[src/rtl/matrix_load_sequencer.sv]
`default_nettype none
// ============================================================================
//  Module      : matrix_load_sequencer
//  Description : Streams NUM_MATRIX matrices from an async-read source memory
//                into `top` using the start_in / valid_input / X_load protocol.
//  Revision    : 1.0 - initial release
// ============================================================================
module matrix_load_sequencer #(
    parameter int NUM_MATRIX       = 2,
    parameter int WORDS_PER_MATRIX = 32,
    parameter int GAP_CYCLES       = 3,
    localparam int ADDR_W          = $clog2(NUM_MATRIX * WORDS_PER_MATRIX),
    localparam int MI_W            = $clog2(NUM_MATRIX) + 1
) (
    input  logic              clk,
    input  logic              rst,
    input  logic              go,
    input  logic              stop,
    output logic [ADDR_W-1:0] src_addr,
    input  logic [7:0]        src_data,
    output logic              start_in,
    output logic              valid_input,
    output logic [7:0]        X_load,
    input  logic              finish,
    output logic [MI_W-1:0]   mat_idx,
    output logic              busy,
    output logic              done
);

    localparam int WC_W = $clog2(WORDS_PER_MATRIX);
    localparam int GC_W = $clog2(GAP_CYCLES) + 1;

    localparam logic [WC_W-1:0] WC_LAST = WC_W'(WORDS_PER_MATRIX - 1);
    localparam logic [MI_W-1:0] MI_LAST = MI_W'(NUM_MATRIX - 1);
    localparam logic [GC_W-1:0] GC_LAST = GC_W'(GAP_CYCLES - 1);

    typedef enum logic [2:0] {
        IDLE     = 3'd0,
        START    = 3'd1,
        LOAD     = 3'd2,
        WAIT_FIN = 3'd3,
        GAP      = 3'd4,
        DONE     = 3'd5
    } state_t;

    state_t          state;
    state_t          state_nxt;
    logic [WC_W-1:0] word_cnt;
    logic [WC_W-1:0] word_cnt_nxt;
    logic [MI_W-1:0] mat_idx_nxt;
    logic [GC_W-1:0] gap_cnt;
    logic [GC_W-1:0] gap_cnt_nxt;

    logic              in_load;
    logic [ADDR_W-1:0] base_addr;

    always_ff @(posedge clk or negedge rst) begin
        if (!rst) begin
            state    <= IDLE;
            word_cnt <= '0;
            mat_idx  <= '0;
            gap_cnt  <= '0;
        end else begin
            state    <= state_nxt;
            word_cnt <= word_cnt_nxt;
            mat_idx  <= mat_idx_nxt;
            gap_cnt  <= gap_cnt_nxt;
        end
    end

    always_comb begin
        state_nxt    = state;
        word_cnt_nxt = word_cnt;
        mat_idx_nxt  = mat_idx;
        gap_cnt_nxt  = gap_cnt;

        // Abort wins over everything, including a go seen in IDLE.
        if (stop) begin
            state_nxt    = IDLE;
            word_cnt_nxt = '0;
            mat_idx_nxt  = '0;
            gap_cnt_nxt  = '0;
        end else begin
            case (state)
                IDLE: begin
                    if (go) begin
                        state_nxt   = START;
                        mat_idx_nxt = '0;
                    end
                end
                START: begin
                    state_nxt    = LOAD;
                    word_cnt_nxt = '0;
                end
                LOAD: begin
                    word_cnt_nxt = word_cnt + 1'b1;
                    if (word_cnt == WC_LAST) begin
                        state_nxt = WAIT_FIN;
                    end
                end
                WAIT_FIN: begin
                    if (finish) begin
                        if (mat_idx == MI_LAST) begin
                            state_nxt = DONE;
                        end else begin
                            state_nxt   = GAP;
                            mat_idx_nxt = mat_idx + 1'b1;
                            gap_cnt_nxt = '0;
                        end
                    end
                end
                GAP: begin
                    gap_cnt_nxt = gap_cnt + 1'b1;
                    if (gap_cnt == GC_LAST) begin
                        state_nxt = START;
                    end
                end
                DONE: begin
                    state_nxt = IDLE;
                end
                default: begin
                    state_nxt = IDLE;
                end
            endcase
        end
    end

    // Matrix base is mat_idx * WORDS_PER_MATRIX; WORDS_PER_MATRIX is a power of two.
    assign in_load   = (state == LOAD);
    assign base_addr = ADDR_W'({mat_idx, {WC_W{1'b0}}});

    always_comb begin
        src_addr    = base_addr;
        X_load      = 8'h00;
        valid_input = 1'b0;
        if (in_load) begin
            src_addr    = base_addr + ADDR_W'(word_cnt);
            X_load      = src_data;
            valid_input = 1'b1;
        end
    end

    assign start_in = (state == START);
    assign busy     = (state != IDLE);
    assign done     = (state == DONE);

endmodule
`default_nettype wire

[config.mk]
export PLATFORM = sky130hd
export DESIGN_NAME = matrix_load_sequencer
export DESIGN_NICKNAME = d
export VERILOG_FILES = /design/src/rtl/matrix_load_sequencer.sv
export SDC_FILE = /design/constraint.sdc
export NUM_CORES = 1
export LEC_CHECK = 0
export CELL_PAD_IN_SITES_DETAIL_PLACEMENT = 1
export CELL_PAD_IN_SITES_GLOBAL_PLACEMENT = 1
export CORE_UTILIZATION = 32
export CTS_CLUSTER_DIAMETER = 80
export DETAILED_ROUTE_END_ITERATION = 7
export HOLD_SLACK_MARGIN = 0.08
export PLACE_DENSITY_LB_ADDON = 0.15
export SLEW_MARGIN = 20
export SYNTH_ARGS = -nofsm -noshare
export SYNTH_HDL_FRONTEND = slang
export SYNTH_SLANG_ARGS = --single-unit
[constraint.sdc]
create_clock -name clk -period 2.2 [get_ports clk]
set_input_delay 0.22 -clock clk [delete_from_list [all_inputs] [get_ports clk]]
set_output_delay 0.22 -clock clk [all_outputs]
set_load 0.01 [all_outputs]
Yosys cells after proc, flatten, opt, wreduce, memory -nomap -nowiden
Cells that the tools add are included.

storage, ports and cells
  register bits after elaboration = 13
  output and inout port bits = 20
  input bits = 13

cells by class
  eq/ne operators = 13
  add/subtract/negate cells = 4
  reductions and logical operators = 8
  muxes and demuxes = 21

operator list
  cell                   number
  $mux W3                8
  $pmux W3 S5            1
  $ne A3 B3 Y1 const B   4
  $reduce_bool A3 Y1     4
  $pmux W5 S2            1
  $eq A3 B2 Y1 const B   3
  $mux W2                4
  $mux W8                1
  $reduce_and A4 Y1      2
  $add A6 B5 Y6          1
  $eq A3 B3 Y1 const B   2
  $mux W6                1
  $pmux W3 S2            1
  $add A5 B1 Y5 const B  1
  $eq A5 B5 Y1 const B   1
  $mux W5                1
  $pmux W2 S2            1
  $add A3 B1 Y3 const B  1
  $eq A3 B1 Y1 const B   1
  $logic_not A3 Y1       1
  $ne A3 B2 Y1 const B   1
  $reduce_and A3 Y1      1
  $add A2 B1 Y2 const B  1
  $eq A2 B1 Y1 const B   1
  $mux W1                2

Longest topological paths before layout
  depth after elaboration = 5
  depth in mapped cells = 6
  depth with buffers taken out = 6

Worst setup path after synthesis
No wires, ideal clock.

  path kind = register -> register
  from = register word_cnt[0]
  to = register word_cnt[4]
  cell stages (with the launch flop) = 7
  path slack = 0.655 ns
  buffers on the path = 0
  data arrival time = 1.412 ns
  cell sequence = dfrtp_1 > ha_1 > and3_1 > ha_1 > a22o_1 > a22oi_1 > nor2_1

on the way
  cells in the longest elaborated chain, start to end = 3

ends and longest elaborated chain
  what                      line  text
  start: declaration        48    logic [WC_W-1:0] word_cnt;
  start signal: assignment  65    word_cnt <= word_cnt_nxt;
  $add A5 B1 Y5             96    word_cnt_nxt = word_cnt + 1'b1;
  $pmux W5 S2               84    case (state)
  $mux W5                   78    if (stop) begin

No other way between the ends.
A chain may end at the register's enable or synchronous reset.

Worst setup path after layout
  from = register state[1]
  to = output port busy

on the way
  cells in the longest elaborated chain, start to end = 1

ends and longest elaborated chain
  what                      line  text
  start: declaration        46    state_t state;
  start signal: assignment  64    state <= state_nxt;
  $reduce_bool A3 Y1        144   assign busy = (state != IDLE);
  end: declaration          26    output logic busy,

No other way between the ends.

==> qor.csv <==
metric;value;unit
antenna_left;0;
num_rows;18;
ys_ff_latch;13;
final_max_slew_viol_count;0;
place_congestion;0.765;
pre_cts_ws;0.364;ns
yosys.area.top_type;dfrtp_1;
leakage;0.580;nW
grt_max_degree;16;
dp_hpwl;1960;um
worstPathRequired;1.98;ns
place.port_buffers;32;
fin_skew;0.00316;ns
period_needed;2.04;ns
dpl_cell_area;1250;sq um
core_area;2590;sq um
die_h;55.4;um
wl_per_cell;15.3;um
start_kind;flip-flop;
synth.distinct_cells;38;
dp_cells;162;
track_usage;18.0;%
seq_area;328;sq um
synth-edff-count;0;
r2r_slack;0.54;ns
crit_fanout;9;
worst-endpoint-arrival;1.82;ns
power.density;574;nW/um^2
numCtsBuffers;3;
synthTopCellsByArea;dfrtp_1 (36%), and3_1 (8.9%), ha_1 (6.9%), nor2_1 (3.7%), nand2b_1 (3.4%);
worst-path-buf-inv;2;
syn_avg_cell_area;8.77;sq um
cpMaxStageDelayCell;clkdlybuf4s50_1;
synth_top_area_share;35.7;%
first_pass_iters;3;
antenna_found_initial;0;
tightest_slew;0.603;ns
num_vias;910;
hold_violations;0;
rsz0062_at_grt;no;
clock_sinks;13;
yosysWarnings;0;
tns;0;ns
fmax;489;MHz
maxCapViolCount;0;
initialDrtViolationCount;15;
outcome;complete, no violations;
fin_cells;168;
synthCells;104;
cts-root-buf;clkbuf_4;
syn2layout_area_growth;42.9;%
synthTopCellsByCount;and3_1 (13), dfrtp_1 (13), nor2_1 (9), nand2_1 (6);
critPathKind;reg2out;
postSynth.asyncResetShare;100;%
cts_hold_buffers;0;
start_util;35.2;%
grt_pass1_wl;4400;um
netlist_area;912;sq um
setup_viol;0;
min_period_over_period;92.9;%
ff2ff_path_depth;6;
slew-limit-headroom;59.7;%
clock_latency;0.28;ns
drive_above_1_share;12.3;%
critPathCaptureType;output port;
ctsHtreeMaxLevel;1;
drcViolationCount;0;
p_total;0.748;mW
crit_family;buffers and inverters;
n_antenna_cell;0;
synthFlopType;dfrtp_1;
path_clk_slew;0.09;ns
fill_cells;315;
critPathMaxStageDelay;0.50;ns
crit_chain;buf_4 > or3_1 > clkdlybuf4s50_1;
first_global_vias;890;
cts_buffer_depth;2;
routed_wl;2580;um
viasPerCell;5.42;
pin_count;33;
cts_tree;done;
grt_overflow_total;0;
dieArea;3070;sq um
hold_class;in2async;
ir_drop;0.397;mV
multi_input_area;528;sq um
regToRegStartpoint;word_cnt[0]$_DFFE_PN0P_;
fin_nets;157;
r2r_end;word_cnt[4]$_DFFE_PN0P_;
final_area;1300;sq um
die_x;55.4;um
setup_ws;0.156;ns
synthesis.nets;122;
ys_seq_area_share;35.7;%
## worst register-to-register path, stage by stage (launching register included)
cell	delay, ns
dfrtp_1	0.45
ha_1	0.25
and3_1	0.19
ha_1	0.27
a22o_1	0.20
a22oi_1	0.13
nor2_1	0.06
## stage by stage
| step | hold WS, ns | util (%) |
|---|---|---|
| 4_1_cts | 0.337 | 49.5 |
| 5_1_grt | 0.375 | 50.3 |
| 3_5_place_dp | 0.517 | 48.5 |
| 2_1_floorplan | -0.0756 | - |
| 3_3_place_gp | 0.495 | 48.5 |
| 6_report | 0.312 | 50.3 |
## per-layer routing
metal / vias up / part of all wire [%] / GRT usage, % / routed length (um)
li1: 447 / - / - / -
met4: 0 / 1.6 / 7.50 / 40
met2: 31 / 45 / 28.2 / 1170
met3: 4 / 6.9 / 4.92 / 178
met1: 428 / 46 / 23.3 / 1190
met5: - / 0 / 0 / 0
## layout make-up
class | count | share of cell area, %
well taps | 30 | 2.88
clock buffers | 4 | 2.02
flip-flops and latches | 13 | 25.1
repair buffers | 38 | 28.0
multi-input cells | 79 | 40.5
inverters | 4 | 1.44
## registers in the layout, summed over array words and instances (netlist names)
register and count:
word_cnt 5, gap_cnt 3, state 3, mat_idx 2
## placed cells by master, fill, tap and decap left out, types with 4 or more instances in the layout
cell type / Yosys / final
buf_4: 1 / 6
nand2_1: 6 / 6
dfrtp_1: 13 / 11
o21ai_0: 4 / 4
a22oi_1: 4 / 4
clkdlybuf4s50_1: 0 / 32
ha_1: 5 / 5
and3_1: 13 / 13
nand2b_1: 5 / 5
nor2_1: 9 / 9
## cell families (layout without fill, tap and decap cells)
kind of cell               Yosys count  count (layout)  share of synthesized area [%]
and+or+nand+nor                     48              48                           29.8
adders and majority gates            5               5                           6.86
buffers and inverters               12              46                           6.58
DFF                                 13              13                           35.7
AOI/OAI and AO/OA                   25              25                           20.0
muxes                                1               1                           1.10
## power breakdown
part / total [mW] / internal [mW] / switching, mW / leakage, nW
combinational: 0.310 / 0.153 / 0.157 / 0.389
sequential: 0.283 / 0.254 / 0.0282 / 0.176
clock: 0.155 / 0.0704 / 0.0846 / 0.0150
total: 0.748 / 0.478 / 0.270 / 0.580
## worst max path at each step
| stage | end | cells after the start | slack, ns | from |
|---|---|---|---|---|
| 6_report | busy | 3 | 0.16 | state[1]$_DFFE_PN0P_ |
| 5_1_grt | src_addr[2] | 4 | 0.01 | state[1]$_DFFE_PN0P_ |
| 4_1_cts | X_load[5] | 3 | 0.04 | state[1]$_DFFE_PN0P_ |
| 3_5_place_dp | X_load[5] | 3 | 0.36 | state[1]$_DFFE_PN0P_ |
| 3_3_place_gp | src_addr[1] | 3 | 0.42 | state[1]$_DFFE_PN0P_ |
| 2_1_floorplan | word_cnt[4]$_DFFE_PN0P_ | 6 | 0.66 | word_cnt[0]$_DFFE_PN0P_ |
## repair_timing
item	4_1_cts	5_1_grt
gates resized for setup	0	4
buffers inserted	0	2
endpoints found under the setup margin	0	14
hold endpoints to repair	0	0
No activity file was read; power rests on OpenSTA's default activity.
